===== src/rtl/antisat_pkg.sv =====
// -----------------------------------------------------------------------------
// antisat_pkg
// Shared definitions for the Anti-SAT key loader: default widths, the retry
// budget and the loader FSM state type.
// -----------------------------------------------------------------------------
package antisat_pkg;

    localparam int KEY_W_DEF     = 24;
    localparam int CHK_W_DEF     = 8;
    localparam int MAX_TRIES_DEF = 3;

    typedef enum logic [2:0] {
        IDLE    = 3'd0,
        SHIFT   = 3'd1,
        CHECK   = 3'd2,
        DONE    = 3'd3,
        LOCKOUT = 3'd4
    } state_e;

endpackage


===== src/rtl/antisat_key_chk.sv =====
// -----------------------------------------------------------------------------
// antisat_key_chk
// Combinational checksum: XOR of all whole bytes of the key.
//   key_i  [KEY_W-1:0]  candidate key from the shadow register
//   chk_o  [CHK_W-1:0]  byte-XOR checksum
// -----------------------------------------------------------------------------
module antisat_key_chk
    import antisat_pkg::*;
#(
    parameter int KEY_W = KEY_W_DEF,
    parameter int CHK_W = CHK_W_DEF
) (
    input  logic [KEY_W-1:0] key_i,
    output logic [CHK_W-1:0] chk_o
);

    localparam int N_BYTES = KEY_W / 8;

    always_comb begin
        chk_o = '0;
        for (int b = 0; b < N_BYTES; b++) begin
            chk_o = chk_o ^ CHK_W'(key_i[b*8 +: 8]);
        end
    end

endmodule


===== src/rtl/antisat_key_loader.sv =====
// -----------------------------------------------------------------------------
// antisat_key_loader
// Serially loads an Anti-SAT key plus checksum (MSB first), verifies it and
// exposes it once, write-once, to the locked netlist. Repeated bad loads
// exhaust a retry budget and lock the loader until reset.
//   clk, rst_n        clock, async active-low reset
//   start             one-cycle load request (honoured only in IDLE)
//   ser_data/valid    serial bit stream in
//   ser_ready         loader accepts a bit this cycle (SHIFT only)
//   key_out           verified key, zero unless key_valid
//   key_valid         key_out holds a verified key
//   load_err          one-cycle pulse on checksum mismatch
//   locked_out        retry budget exhausted
//   busy              load in progress (SHIFT or CHECK)
//
// state   | meaning
// IDLE    | waiting for start
// SHIFT   | accepting KEY_W+CHK_W serial bits
// CHECK   | one-cycle checksum compare
// DONE    | key verified and exposed; terminal until reset
// LOCKOUT | retry budget spent; terminal until reset
// -----------------------------------------------------------------------------
module antisat_key_loader
    import antisat_pkg::*;
#(
    parameter int KEY_W     = KEY_W_DEF,
    parameter int CHK_W     = CHK_W_DEF,
    parameter int MAX_TRIES = MAX_TRIES_DEF
) (
    input  logic             clk,
    input  logic             rst_n,
    input  logic             start,
    input  logic             ser_data,
    input  logic             ser_valid,
    output logic             ser_ready,
    output logic [KEY_W-1:0] key_out,
    output logic             key_valid,
    output logic             load_err,
    output logic             locked_out,
    output logic             busy
);

    localparam int TOTAL = KEY_W + CHK_W;
    localparam int CNT_W = $clog2(TOTAL + 1);
    localparam int TRY_W = $clog2(MAX_TRIES + 1);
    localparam logic [CNT_W-1:0] LAST_BIT  = CNT_W'(TOTAL - 1);
    localparam logic [TRY_W-1:0] TRY_LIMIT = TRY_W'(MAX_TRIES);

    state_e             state_q, state_d;
    logic [TOTAL-1:0]   shadow_q, shadow_d;
    logic [CNT_W-1:0]   cnt_q, cnt_d;
    logic [TRY_W-1:0]   tries_q, tries_d;
    logic [TRY_W-1:0]   tries_inc;
    logic [KEY_W-1:0]   key_q, key_d;
    logic [CHK_W-1:0]   chk_calc;
    logic               chk_match;

    antisat_key_chk #(
        .KEY_W (KEY_W),
        .CHK_W (CHK_W)
    ) u_chk (
        .key_i (shadow_q[TOTAL-1 -: KEY_W]),
        .chk_o (chk_calc)
    );

    assign chk_match = (chk_calc == shadow_q[CHK_W-1:0]);
    assign tries_inc = tries_q + 1'b1;

    always_ff @(posedge clk or negedge rst_n) begin
        if (!rst_n) begin
            state_q  <= IDLE;
            shadow_q <= '0;
            cnt_q    <= '0;
            tries_q  <= '0;
            key_q    <= '0;
        end else begin
            state_q  <= state_d;
            shadow_q <= shadow_d;
            cnt_q    <= cnt_d;
            tries_q  <= tries_d;
            key_q    <= key_d;
        end
    end

    always_comb begin
        state_d  = state_q;
        shadow_d = shadow_q;
        cnt_d    = cnt_q;
        tries_d  = tries_q;
        key_d    = key_q;
        case (state_q)
            IDLE: begin
                if (start) begin
                    state_d  = SHIFT;
                    cnt_d    = '0;
                    shadow_d = '0;
                end
            end
            SHIFT: begin
                if (ser_valid) begin
                    shadow_d = {shadow_q[TOTAL-2:0], ser_data};
                    cnt_d    = cnt_q + 1'b1;
                    if (cnt_q == LAST_BIT) begin
                        state_d = CHECK;
                    end
                end
            end
            CHECK: begin
                if (chk_match) begin
                    state_d = DONE;
                    key_d   = shadow_q[TOTAL-1 -: KEY_W];
                end else begin
                    tries_d = tries_inc;
                    state_d = (tries_inc == TRY_LIMIT) ? LOCKOUT : IDLE;
                end
            end
            DONE:    state_d = DONE;
            LOCKOUT: state_d = LOCKOUT;
            default: state_d = IDLE;
        endcase
    end

    assign ser_ready  = (state_q == SHIFT);
    assign busy       = (state_q == SHIFT) || (state_q == CHECK);
    assign key_valid  = (state_q == DONE);
    assign load_err   = (state_q == CHECK) && !chk_match;
    assign locked_out = (state_q == LOCKOUT);
    // key_q is only ever written on the way into DONE; the gate keeps the
    // netlist key inputs at zero in every other state regardless.
    assign key_out    = key_valid ? key_q : '0;

endmodule


===== config.mk =====
export PLATFORM = sky130hd
export DESIGN_NAME = antisat_key_loader
export DESIGN_NICKNAME = d
export VERILOG_FILES = /design/src/rtl/antisat_pkg.sv /design/src/rtl/antisat_key_chk.sv /design/src/rtl/antisat_key_loader.sv
export SDC_FILE = /design/constraint.sdc
export NUM_CORES = 1
export LEC_CHECK = 0
export ABC_AREA = 1
export BUFFER_PORTS_ARGS = -buffer_cell sky130_fd_sc_hd__buf_4
export CELL_PAD_IN_SITES_DETAIL_PLACEMENT = 1
export CELL_PAD_IN_SITES_GLOBAL_PLACEMENT = 1
export CORE_ASPECT_RATIO = 2
export CORE_MARGIN = 2
export CORE_UTILIZATION = 47
export DETAILED_ROUTE_END_ITERATION = 10
export PLACE_DENSITY_LB_ADDON = 0.1
export RECOVER_POWER = 100
export SLEW_MARGIN = 20
export SYNTH_ARGS = -nofsm -noshare
export SYNTH_HDL_FRONTEND = slang
export SYNTH_SLANG_ARGS = --single-unit
export TNS_END_PERCENT = 10

===== constraint.sdc =====
create_clock -name clk -period 3.8 [get_ports clk]
set_input_delay 0.19 -clock clk [delete_from_list [all_inputs] [get_ports clk]]
set_output_delay 0.19 -clock clk [all_outputs]
set_load 0.01 [all_outputs]

# After elaboration in Yosys (flattened, before gate mapping)

Index checks and enable logic that the tools add are counted.
Widths: inputs -> output; s select.

Output and inout bits: 29
Memory bits (read-only): 0
Latch bits: 0
Memories: 0
Input bits: 5
Register bits: 67
Memory bits (writable): 0

Reductions and logical operators: 9
$add $sub $neg: 2
$lt $le $gt $ge: 0
Multiply operators: 0
Shifts and indexed selects: 0
Div/mod/pow operators: 0
Eq/ne operators: 10
Bitwise logic cells: 3
Mux-type cells: 13

Operator list:

| cell                | count |
|---|---|
| $mux 32             | 2 |
| $pmux 32 s2         | 1 |
| $mux 24             | 1 |
| $xor 8x8->8         | 2 |
| $mux 3              | 5 |
| $pmux 3 s5          | 1 |
| $mux 6              | 2 |
| $pmux 6 s2          | 1 |
| $eq 8x8->1          | 1 |
| $add 6x1->6 const B | 1 |
| $eq 3x2->1 const B  | 2 |
| $eq 6x5->1 const B  | 1 |
| $reduce_and 3->1    | 2 |
| $ne 2x2->1 const B  | 2 |
| $reduce_and 2->1    | 2 |
| $eq 3x1->1 const B  | 1 |
| $eq 3x3->1 const B  | 1 |
| $logic_not 3->1     | 1 |
| $add 2x1->2 const B | 1 |
| $eq 2x2->1 const B  | 1 |
| $ne 2x1->1 const B  | 1 |
| $reduce_bool 2->1   | 1 |
| $logic_and 1x1->1   | 1 |
| $logic_not 1->1     | 1 |
| other kinds (2)     | 2 |

# Depth between registers and ports, before layout

Gate-level depths: netlist (run 1).

Word-level depth: 5
Depth in mapped cells: 13
Depth with buffers taken out: 13

# Modules after synthesis

Synthesis (run 1) repeated with hierarchy kept, for this count alone.

Cells, all modules: 424
Area, all modules: 3256.9 um^2

By module, submodules not included:

| module             | cells each | area an instance (um^2) | seq. area each (um^2) | times used |
|---|---|---|---|---|
| antisat_key_loader | 352        | 2976.6                  | 1676.6                | 1 |
| antisat_key_chk    | 72         | 280.3                   | 0.0                   | 1 |

# Least setup slack after synthesis (run 1)

OpenSTA, ideal clock, no wires.

Kind: register to output
Start: register state_q[2]
End: output key_out[10]
Required time: 3.610 ns
Stages on the path, launching flop included: 5
Arrival: 1.491 ns
Setup slack: 2.119 ns
Cells stage by stage: dfrtp_1 nor3_1 clkinv_1 buf_2 nor2_1

Longest elaborated chain between the ends: 2

RTL lines:

| item                   | line                      | source |
|---|---|---|
| start, declared        | antisat_key_loader.sv:49  | `state_e state_q, state_d;` |
| start signal, assigned | antisat_key_loader.sv:77  | `state_q <= state_d;` |
| $eq 3x2->1             | antisat_key_loader.sv:125 | `assign key_valid = (state_q == DONE);` |
| net key_valid          | antisat_key_loader.sv:37  | `output logic key_valid,` |
| $mux 24                | antisat_key_loader.sv:130 | `assign key_out = key_valid ? key_q : '0;` |
| end, declared          | antisat_key_loader.sv:36  | `output logic [KEY_W-1:0] key_out,` |

The timed path passes the listed nets, and every way through them passes these cells.

# Worst setup path in the final report (run 1)

Start: register state_q[0]
End: register shadow_q[27]

Longest elaborated chain between the ends: 3

RTL lines:

| item                                                      | line                     | source |
|---|---|---|
| $eq 3x1->1 or $logic_not 3->1 (tied branches)             | antisat_key_loader.sv:91 | `case (state_q)` |
| $ne 2x2->1 (no line) or $reduce_bool 2->1 (tied branches) | --                       |  |
| $reduce_and 3->1 (no line)                                | --                       |  |
| end signal, assigned                                      | antisat_key_loader.sv:78 | `shadow_q <= shadow_d;` |
| end, declared                                             | antisat_key_loader.sv:50 | `logic [TOTAL-1:0] shadow_q, shadow_d;` |

Several ways; a longest one is shown, not always the timed one.
A chain may end at the register's enable or synchronous reset.

==> summary.md, run 1 <==
| Metric | Value |
|---|---|
| Tmin final | `2737 ps` |
| Post-synthesis cell count | `401` |
| Num rows | `42` |
| Critical Path Start Type | `flop` |
| Post-layout util | `54.84%` |
| Worst Hold Launch | `ser_data` |
| H-tree depth | `3` |
| WHS Path Cells | `3` |
| Global-route wire length before repair | `13.86 mm` |
| RSZ-0062 raised after global routing | `false` |
| DR vias | `2670` |
| Worst Hold Class | `in -> reg` |
| Final Wtd Congestion | `0.7697` |
| Clock network power share | `31.1%` |
| P_int | `between 0.001 and 0.0015 W` |
| Layout Skew | `between 4 and 5 ps` |
| Worst hold endpoint | `shadow_q[0]` |
| Vert. Die Dim | `approximately 120 microns` |
| Clk root buf | `clkbuf_16` |
| Largest net degree at the start of global routing | `68` |
| DRC violations left | `0` |
| Setup Buffers After CTS | `0` |
| Initial core utilization | `48.64%` |
| Number of global-route vias before repair | `2921` |
| Clock buffer depth | `2` |
| Setup TNS | `0 ps` |
| Clock latency on the worst-skew pair | `340 ps` |
| Sw Share | `38.34%` |
| R2R Setup Slk | `1060 ps` |
| Ant. Diodes | `0` |
| Yosys top cell area share | `52.06%` |
| Routed Wire Length | `8.172 mm` |
| Worst flop-to-flop path endpoint | `shadow_q[27]` |
| Critical path peak fanout | `39` |
| Die X | `62.54 microns` |
| Flop pwr share | `37.5%` |
| Worst path top cell family by delay | `simple AND/OR/NAND/NOR gates` |
| Fmax | `about 370 MHz` |
| Pre-antenna DRT Iters | `4` |
| Post-Layout Inst Area | `0.003631 sq mm` |
| Comb pwr share | `a little under a third` |
| Initial DRC Count | `101` |
| Critical path origin | `state_q[0]` |
| Number of synthesized flops with an enable pin | `0` |
| Async set-reset flop share out of synthesis | `100.0%` |
| Worst slew margin | `-10.86%` |
| Final worst-path cycle share | `72.03%` |
| WHS | `96.24 ps` |
| FF+latch count, synth | `67` |
| Total GRT Usage | `24.01%` |
| Clock Sink Count | `67` |
| Post-synthesis cell type count | `28` |
| Highest cell delay on the worst timing path | `about 570 ps` |
| Worst R2R Path Depth | `10` |
| Cell accounting for the most synthesized area | `dfrtp_1` |
| YS warnings | `0` |
| Leakage | `roughly 1.7 nW` |
| Hold Vio Cnt, Final | `0` |
| Clock slew seen by the registers of the worst setup and hold paths | `roughly 50 ps` |
| Detail Route Antenna Nets | `0` |
| Syn Nets | `408` |
| Worst setup EP type | `flop` |
| Worst endpoint required time | `3960 ps` |
| Master of the slowest instance on the critical path | `nand2_2` |
| PostCTS Resize Cnt | `0` |
| Syn avg cell area | `8.031 sq um` |
| CTS tree | `yes` |
| Arr. time, crit path | `a little under 3000 ps` |
| Core footprint | `between 0.006 and 0.007 sq mm` |
| Buf/Inv on CP | `3` |
| VDD IR-drop max | `0.4346 mV` |
| Failing checks | `max-capacitance violations, max-slew violations` |
| DR WL/cell | `between 15 and 20 microns` |
| Hpwl dp | `5.913 mm` |
| Most frequent cell after synthesis | `nand2_1` |
| P&R area growth vs syn | `12.74%` |
| Worst slew pin tran | `1663 ps` |
| Endpoints failing setup | `0` |
| Cell chain of the critical path | `inv_1 -> nand2_1 -> nor2_1 -> nand2_2 -> o21ai_0 -> clkinv_1 -> nand2_1 -> inv_4 -> nand2_2 -> o22ai_1` |
| Synth Cell Area | `0.003221 sq mm` |
| Synth cell count leaders | `nand2_1, inv_1, dfrtp_1, nor2_1, o22ai_1` |
| Die area | `~0.0076 sq mm` |
| Setup CP Type | `reg -> reg` |
| TritonCTS buffer count | `9` |
| Sequential area share after synthesis | `52.06%` |
| Largest cells by area after synthesis | `dfrtp_1, nand2_1, inv_1` |
| Status | `finished with violations` |
| GRT Residual Overflow | `0` |
| P per Cell Area | `about 660 mW/mm^2` |
| I/O Pins | `34` |
| Top FF cell, synth | `dfrtp_1` |
| Max_cap viols | `1` |
| Initial antenna violation count | `0` |
| Via density | `~5.1` |
| IO Port Bufs | `33` |
| Final Max Slew Viols | `68` |
| Layout Nets | `440` |
| Post-DP Area | `0.003491 sq mm` |
| FF-to-FF Start | `state_q[0]` |
| P_sw | `0.0009169 W` |
| Layout cells sized above 1 | `6.636%` |
-- power by group through the flow --
| stage | clock, W | sequential [W] | combinational [W] |
|---|---|---|---|
| floorplan | 0 | 0.000887 | 0.000653 |
| global placement | 0 | 0.000905 | 0.000773 |
| detailed placement | 0 | 0.000913 | 0.000802 |
| CTS | 0.000749 | 0.000902 | 0.000808 |
| global route | 0.000786 | 0.000911 | 0.000860 |
| finish | 0.000743 | 0.000897 | 0.000751 |
-- per-stage QoR --
stage / setup WS [ps] / total power (W) / std cells
6_report: 1063 / 0.002391 / 525
5_1_grt: 753.3 / 0.002558 / 525
4_1_cts: 1244 / 0.002459 / 525
3_5_place_dp: 1367 / 0.001715 / 509
3_3_place_gp: 1423 / 0.001679 / 509
2_1_floorplan: 2119 / 0.001540 / 401
-- tightest hold or removal path, cell delays in order --
cell	delay [ps]
buf_4	80
nand3_1	60
o21ai_0	70
-- registers in the layout, indices dropped and copies added, names as in the netlist --
| register | cells |
|---|---|
| cnt_q | 6 |
| shadow_q | 32 |
| key_q | 24 |
| tries_q | 2 |
| state_q | 3 |
-- final cells by class --
class	count	area, sq um
tap	88	110.1
inverter	79	299.0
multi-input combinational	241	1126
timing repair buffer	35	157.7
sequential	67	1677
fill	848	2990
clock buffer	12	246.5
clock inverter	3	15.01
-- how the worst max path moves through the flow --
stage | endpoint | slack [ps] | cells past startpoint
CTS | key_out[6] | 1240 | 5
global placement | shadow_q[27] | 1420 | 10
global route | shadow_q[27] | 750 | 10
detailed placement | key_q[0] | 1370 | 11
finish | shadow_q[27] | 1060 | 10
floorplan | key_out[10] | 2120 | 4
-- repair_timing --
item | 4_1_cts | 5_1_grt
setup endpoints to repair | 0 | 0
hold buffers | 1 | 0
hold endpoints to repair | 14 | 0
-- metal layers --
metal	up-vias	GRT usage (%)	part of all wire (%)	wire, microns
li1	1309	-	-	-
met1	1309	22.93	36	2920
met2	38	47.58	59	4843
met3	14	4.082	2.5	207
met4	0	12.08	2.4	200
met5	-	0	0	0
-- layout by cell type (no fill, tap or decap), types with 2 or more instances in the layout --
| cell type | n |
|---|---|
| xnor2_1 | 4 |
| inv_2 | 4 |
| o21ai_0 | 30 |
| xor2_1 | 3 |
| nor2_1 | 41 |
| buf_4 | 5 |
| clkinv_2 | 3 |
| nand3_1 | 14 |
| nor3_1 | 3 |
| ha_1 | 2 |
| clkbuf_1 | 30 |
| inv_1 | 72 |
| nand2_1 | 101 |
| a21oi_1 | 5 |
| nand2_2 | 3 |
| clkinv_1 | 2 |
| o22ai_1 | 30 |
| clkbuf_16 | 9 |
| dfrtp_1 | 67 |
-- kinds of logic after synthesis --
| kind of cell | share of synthesized area (%) |
|---|---|
| buffers and inverters | 12.24 |
| AOI/OAI and AO/OA | 12.43 |
| adders and majority gates | 0.7769 |
| and+or+nand+nor | 20.59 |
| DFF | 52.06 |
| xor gates and xnor gates | 1.904 |
No activity file was read; power rests on OpenSTA's default activity.
==> run 2, diff against run 1 <==
--- a/config.mk
+++ b/config.mk
@@ -11,7 +11,7 @@
 export CELL_PAD_IN_SITES_GLOBAL_PLACEMENT = 1
 export CORE_ASPECT_RATIO = 2
 export CORE_MARGIN = 2
-export CORE_UTILIZATION = 47
+export CORE_UTILIZATION = 39
 export DETAILED_ROUTE_END_ITERATION = 10
 export PLACE_DENSITY_LB_ADDON = 0.1
 export RECOVER_POWER = 100
==> constraint.sdc (replaced) <==
create_clock -name clk -period 2.2 [get_ports clk]
set_input_delay 0.11 -clock clk [delete_from_list [all_inputs] [get_ports clk]]
set_output_delay 0.11 -clock clk [all_outputs]
set_load 0.01 [all_outputs]
==> summary.md, run 2 (same netlist as run 1, synthesis figures left out) <==
| Metric | Value |
|---|---|
| Worst endpoint required time | `2090 ps` |
| Worst hold endpoint | `shadow_q[0]` |
| I/O Pins | `34` |
| Master of the slowest instance on the critical path | `dfrtp_1` |
| Commonest non-fill, non-tap cells in the layout | `nand2_1, inv_1, dfrtp_1` |
| Highest cell delay on the worst timing path | `470 ps` |
| WHS Path Cells | `3` |
| VDD IR-drop max | `0.5946 mV` |
| Max_cap viols | `1` |
| Final Max Slew Viols | `68` |
| GRT Residual Overflow | `0` |
| FF-to-FF Start | `state_q[2]` |
| TritonCTS buffer count | `9` |
| Via density | `between 4 and 5` |
| Number of global-route vias before repair | `roughly 2800` |
| Sw Share | `36.99%` |
| Worst slew pin tran | `1687 ps` |
| Die X | `68.26 microns` |
| P per Cell Area | `1146 mW/mm^2` |
| R2R Setup Slk | `220 ps` |
| Total GRT Usage | `roughly a fifth` |
| Setup CP Type | `reg -> out` |
| Non-Filler Instances | `538` |
| Layout Skew | `6.099 ps` |
| RSZ-0062 raised after global routing | `false` |
| Commonest non-fill, non-tap cell in the layout | `nand2_1` |
| Clock latency on the worst-skew pair | `330 ps` |
| Worst flop-to-flop path endpoint | `shadow_q[21]` |
| Final Wtd Congestion | `about 0.8` |
| Initial DRC Count | `approximately 100` |
| Final worst-path cycle share | `~91%` |
| Clock slew seen by the registers of the worst setup and hold paths | `50 ps` |
| Worst setup EP type | `primary output` |
| WHS | `95.51 ps` |
| Global-route wire length before repair | `13.61 mm` |
| DR vias | `about 2600` |
| P_int | `0.002681 W` |
| Layout Nets | `445` |
| Detail Route Antenna Nets | `0` |
| Cell chain of the critical path | `inv_1 -> nor3_1 -> clkinv_1 -> buf_4 -> nor2_1 -> clkbuf_1` |
| CTS tree | `yes` |
| Status | `finished with violations` |
| Final worst slack | `slightly above 200 ps` |
| Placed insts | `522` |
| Setup TNS | `0 ps` |
| Hpwl dp | `6.116 mm` |
| Comb pwr share | `32.4%` |
| P_sw | `0.001574 W` |
| Clock Sink Count | `67` |
| Worst Hold Class | `in -> reg` |
| Flop pwr share | `36.2%` |
| Clk root buf | `clkbuf_16` |
| Routed Wire Length | `between 8 and 9 mm` |
| Multi-input logic area | `around 0.0011 sq mm` |
| Setup Buffers After CTS | `0` |
| Num rows | `46` |
| Clock buffer depth | `2` |
| Most flops, register | `shadow_q` |
| Worst R2R Path Depth | `9` |
| Largest net degree at the start of global routing | `68` |
| Filler Cells Inserted | `1027` |
| Critical Path Start Type | `flop` |
| Largest regs | `shadow_q x32, key_q x24, cnt_q x6` |
| Endpoints failing setup | `0` |
| Register Area | `0.001677 sq mm` |
| Tmin final | `1994 ps` |
| IO Port Bufs | `33` |
| Ant. Diodes | `0` |
| Initial antenna violation count | `0` |
| DRC violations left | `0` |
| Leakage | `1.775 nW` |
| Place WS | `352.4 ps` |
| Max reg flops | `32` |
| P&R area growth vs syn | `15.31%` |
| Worst Hold Launch | `ser_data` |
| H-tree depth | `3` |
| Core footprint | `0.008000 sq mm` |
| Critical path peak fanout | `24` |
| Hold Vio Cnt, Final | `0` |
| Total power | `around 0.0043 W` |
| Fmax | `501.6 MHz` |
| Initial core utilization | `40.26%` |
| Clock network power share | `between 30% and 40%` |
| Layout cells sized above 1 | `a little under a tenth` |
| Worst slew margin | `-12.44%` |
| DR WL/cell | `between 15 and 20 microns` |
| Die area | `between 0.009 and 0.01 sq mm` |
| Arr. time, crit path | `between 1500 and 2000 ps` |
| Vert. Die Dim | `132.5 microns` |
| Failing checks | `max-capacitance violations, max-slew violations` |
| Pre-antenna DRT Iters | `4` |
-- run 2: cell types whose count changed in the layout (fill, tap and decap cells not counted), moves of 3 or more --
cell | previous run | this run
o21ai_0 | 30 | 22
o21ai_1 | 1 | 8
clkbuf_1 | 30 | 25
buf_4 | 5 | 10
clkbuf_2 | 1 | 4
-- run 2: what timing repair did --
item,4_1_cts,5_1_grt
resized for setup,0,2
hold buffers,1,0
endpoints found under the hold margin,67,0
setup endpoints to repair,0,1
-- run 2: power by group through the flow --
stage / Clock, W / Sequential (W) / Combinational, W
floorplan: 0 / 0.00153 / 0.00113
global placement: 0 / 0.00155 / 0.00143
detailed placement: 0 / 0.00157 / 0.00148
CTS: 0.00136 / 0.00155 / 0.00149
global route: 0.00142 / 0.00157 / 0.00158
finish: 0.00134 / 0.00154 / 0.00138
-- run 2: layer usage --
layer  global-route usage (%)  wire (microns)  part of all wire [%]
met1                    20.57            2900                    35
met2                    37.70            4825                    59
met3                    3.741             192                   2.3
met4                    10.89             288                   3.5
met5                        0               0                     0
-- run 2: worst max-delay path by stage --
stage	from	endpoint
after floorplan	state_q[2]	key_out[10]
after global placement	shadow_q[29]	key_q[12]
after detailed placement	state_q[0]	shadow_q[21]
after CTS	shadow_q[29]	load_err
after global routing	state_q[0]	key_out[2]
final	state_q[0]	key_out[14]
-- run 2: metrics by stage --
stage,utilization (%),cell area [sq um]
floorplan,-,3221
global placement,44.39,3551
detailed placement,44.39,3551
CTS,48.01,3841
global route,46.42,3714
finish,46.42,3714
-- run 2: layout make-up --
class	count	share of cell area [%]
sequential	67	45.15
clock buffer	13	7.278
multi-input combinational	241	30.46
timing repair buffer	40	5.559
inverter	79	8.053
clock inverter	2	0.2695
tap	96	3.234
-- run 2: critical path, delay by kind of cell, from the launching register on --
family        cells  cell delay (ps)
buf+inv           4              680
flops             1              470
simple gates      2              380
==> run 3, diff against run 2 <==
--- a/config.mk
+++ b/config.mk
@@ -18,5 +18,6 @@
 export SLEW_MARGIN = 20
 export SYNTH_ARGS = -nofsm -noshare
 export SYNTH_HDL_FRONTEND = slang
+export SYNTH_HIERARCHICAL = 1
 export SYNTH_SLANG_ARGS = --single-unit
 export TNS_END_PERCENT = 10
==> summary.md, run 3 <==
| Metric | Value |
|---|---|
| Non-Filler Instances | `565` |
| Syn avg cell area | `between 7 and 8 sq um` |
| Initial DRC Count | `105` |
| P per Cell Area | `745.2 mW/mm^2` |
| Initial antenna violation count | `0` |
| Top FF cell, synth | `dfrtp_1` |
| I/O Pins | `34` |
| Layout Nets | `~470` |
| Vert. Die Dim | `133.2 microns` |
| DRC violations left | `0` |
| Core footprint | `0.008174 sq mm` |
| Synth Area in XOR/XNOR | `roughly 1.3%` |
| Die area | `0.009142 sq mm` |
| Synth Area in Adders | `less than 1%` |
| Post-Synth Simple-Gate Area | `21.05%` |
| Hold Vio Cnt, Final | `0` |
| Largest net degree at the start of global routing | `68` |
| Hpwl dp | `6.031 mm` |
| Clk root buf | `clkbuf_16` |
| Worst setup EP type | `flop` |
| Compound-Gate Fraction of Synth Area | `between 10% and 20%` |
| Leakage | `1.816 nW` |
| Number of global-route vias before repair | `2878` |
| Master of the slowest instance on the critical path | `buf_2` |
| Clock slew seen by the registers of the worst setup and hold paths | `60 ps` |
| Critical path peak fanout | `32` |
| Commonest non-fill, non-tap cells in the layout | `nand2_1, inv_1, dfrtp_1` |
| Endpoints failing setup | `0` |
| IO Port Bufs | `33` |
| Clock latency on the worst-skew pair | `330 ps` |
| Routed Wire Length | `8.277 mm` |
| Worst path top cell family by delay | `buffers and inverters` |
| Via density | `4.842` |
| Commonest non-fill, non-tap cell in the layout | `nand2_1` |
| Layout Skew | `slightly below 8 ps` |
| Worst Hold Class | `in -> reg` |
| Post-synthesis mux area share | `0%` |
| Ant. Diodes | `0` |
| Post-synthesis cell type count | `23` |
| Filler Cells Inserted | `1050` |
| Most flops, register | `shadow_q` |
| Placed insts | `548` |
| Total power | `0.002853 W` |
| DR vias | `between 2000 and 3000` |
| GRT Residual Overflow | `0` |
| DR WL/cell | `between 10 and 15 microns` |
| Yosys top cell area share | `51.48%` |
| FF+latch count, synth | `67` |
| Sequential area share after synthesis | `between 50% and 60%` |
| Post-synthesis cell count | `between 400 and 500` |
| Tmin final | `~2000 ps` |
| Worst slew pin tran | `1506 ps` |
| Setup Buffers After CTS | `0` |
| Max_cap viols | `1` |
| P&R area growth vs syn | `17.56%` |
| Async set-reset flop share out of synthesis | `100.0%` |
| Worst endpoint required time | `2370 ps` |
| Largest cells by area after synthesis | `dfrtp_1, nand2_1, inv_1` |
| Fmax | `497.5 MHz` |
| Worst slew margin | `-0.3696%` |
| Layout cells sized above 1 | `slightly above 8%` |
| R2R Setup Slk | `190 ps` |
| Syn Nets | `431` |
| YS warnings | `6` |
| H-tree depth | `3` |
| Die X | `between 60 and 70 microns` |
| Arr. time, crit path | `2180 ps` |
| Setup TNS | `0 ps` |
| Largest family of logic cells by synthesized area | `simple AND/OR/NAND/NOR gates` |
| Initial core utilization | `39.84%` |
| Synth Cell Area | `0.003257 sq mm` |
| Failing checks | `max-capacitance violations, max-slew violations` |
| Setup CP Type | `reg -> reg` |
| Buf/Inv on CP | `3` |
| VDD IR-drop max | `roughly 0.48 mV` |
| Cell chain of the critical path | `inv_1 -> nand2_1 -> nor2_4 -> nand2_1 -> nand2_2 -> inv_2 -> nand2_2 -> buf_2 -> o22ai_1` |
| RSZ-0062 raised after global routing | `false` |
| Max reg flops | `32` |
| Clock buffer depth | `2` |
| TritonCTS buffer count | `9` |
| Num rows | `between 40 and 50` |
| Largest regs | `shadow_q x32, key_q x24, cnt_q x6` |
| Critical Path Start Type | `flop` |
| Status | `finished with violations` |
| Number of synthesized flops with an enable pin | `0` |
| Detail Route Antenna Nets | `0` |
| Synth cell count leaders | `nand2_1, inv_1, dfrtp_1, nor2_1, o22ai_1` |
| Total GRT Usage | `approximately a fifth` |
| Final Wtd Congestion | `0.7435` |
| Pre-antenna DRT Iters | `4` |
| Final Max Slew Viols | `67` |
| Cell accounting for the most synthesized area | `dfrtp_1` |
| Most frequent cell after synthesis | `nand2_1` |
| Final worst-path cycle share | `approximately nine tenths` |
| CTS tree | `yes` |
| Clock Sink Count | `67` |
| Global-route wire length before repair | `between 10 and 15 mm` |
| Highest cell delay on the worst timing path | `500 ps` |
-- run 3: cell count changes after synthesis, sizes merged, moves of 2 or more --
cell,change
a21oi,-3
buf,-7
clkbuf,+6
inv,+25
nand2,+15
nor2,-8
o21ai,-2
-- run 3: report_power, final --
part,switching (W),internal (W),total [W]
Sequential,0,0.00123,0.00123
Clock,0.000538,0.00105,0.00159
Combinational,0.0000250,0.00000528,0.0000302
Total,0.000563,0.00229,0.00285
-- run 3: cell type report --
type	count	area, sq um	area share [%]
multi-input combinational	241	1117	29.18
clock buffer	12	256.5	6.699
clock inverter	4	72.57	1.895
inverter	103	386.6	10.10
tap	98	122.6	3.203
timing repair buffer	40	195.2	5.098
sequential	67	1678	43.82
-- run 3: stage by stage --
stage	hold slack (ps)	utilization (%)	cell area [sq um]	setup slack, ps
after detailed placement	284.0	44.05	3601	397.2
after global placement	277.7	44.05	3601	411.4
final	39.95	46.84	3829	189.9
after global routing	84.47	46.84	3829	13.41
after floorplan	-185.6	-	3257	677.5
after CTS	36.69	48.20	3940	156.6
-- run 3: worst min-delay path, cell delays in order --
cell,delay [ps]
buf_4,80
nand3_1,70
o21ai_0,80
-- run 3: worst paths after layout --
check | startpoint | depth (start not counted) | endpoint
min reg2reg | key_q[12] | 2 | key_q[12]
min in group asynchronous | rst_n | 2 | key_q[18]
max in group asynchronous | rst_n | 2 | shadow_q[12]
max reg2reg | state_q[2] | 9 | shadow_q[14]
max | state_q[2] | 9 | shadow_q[14]
min | ser_data | 3 | shadow_q[0]
-- run 3: logic make-up after synthesis --
| logic type | after synthesis |
|---|---|
| simple gates | 171 |
| buf+inv | 116 |
| flops | 67 |
| compound gates | 63 |
| xor+xnor | 5 |
| fa+ha+maj | 2 |
-- run 3: repair_timing --
action	4_1_cts	5_1_grt
hold buffers	1	0
gates resized for setup	0	2
endpoints found under the hold margin	67	0
setup endpoints to repair	0	1
-- run 3: per-layer routing --
layer | track usage (%) | routed length (microns) | vias up
li1 | - | - | 1361
met1 | 22.11 | 3135 | 1322
met2 | 37.77 | 4756 | 35
met3 | 3.209 | 187 | 18
met4 | 8.889 | 198 | 0
met5 | 0 | 0 | -
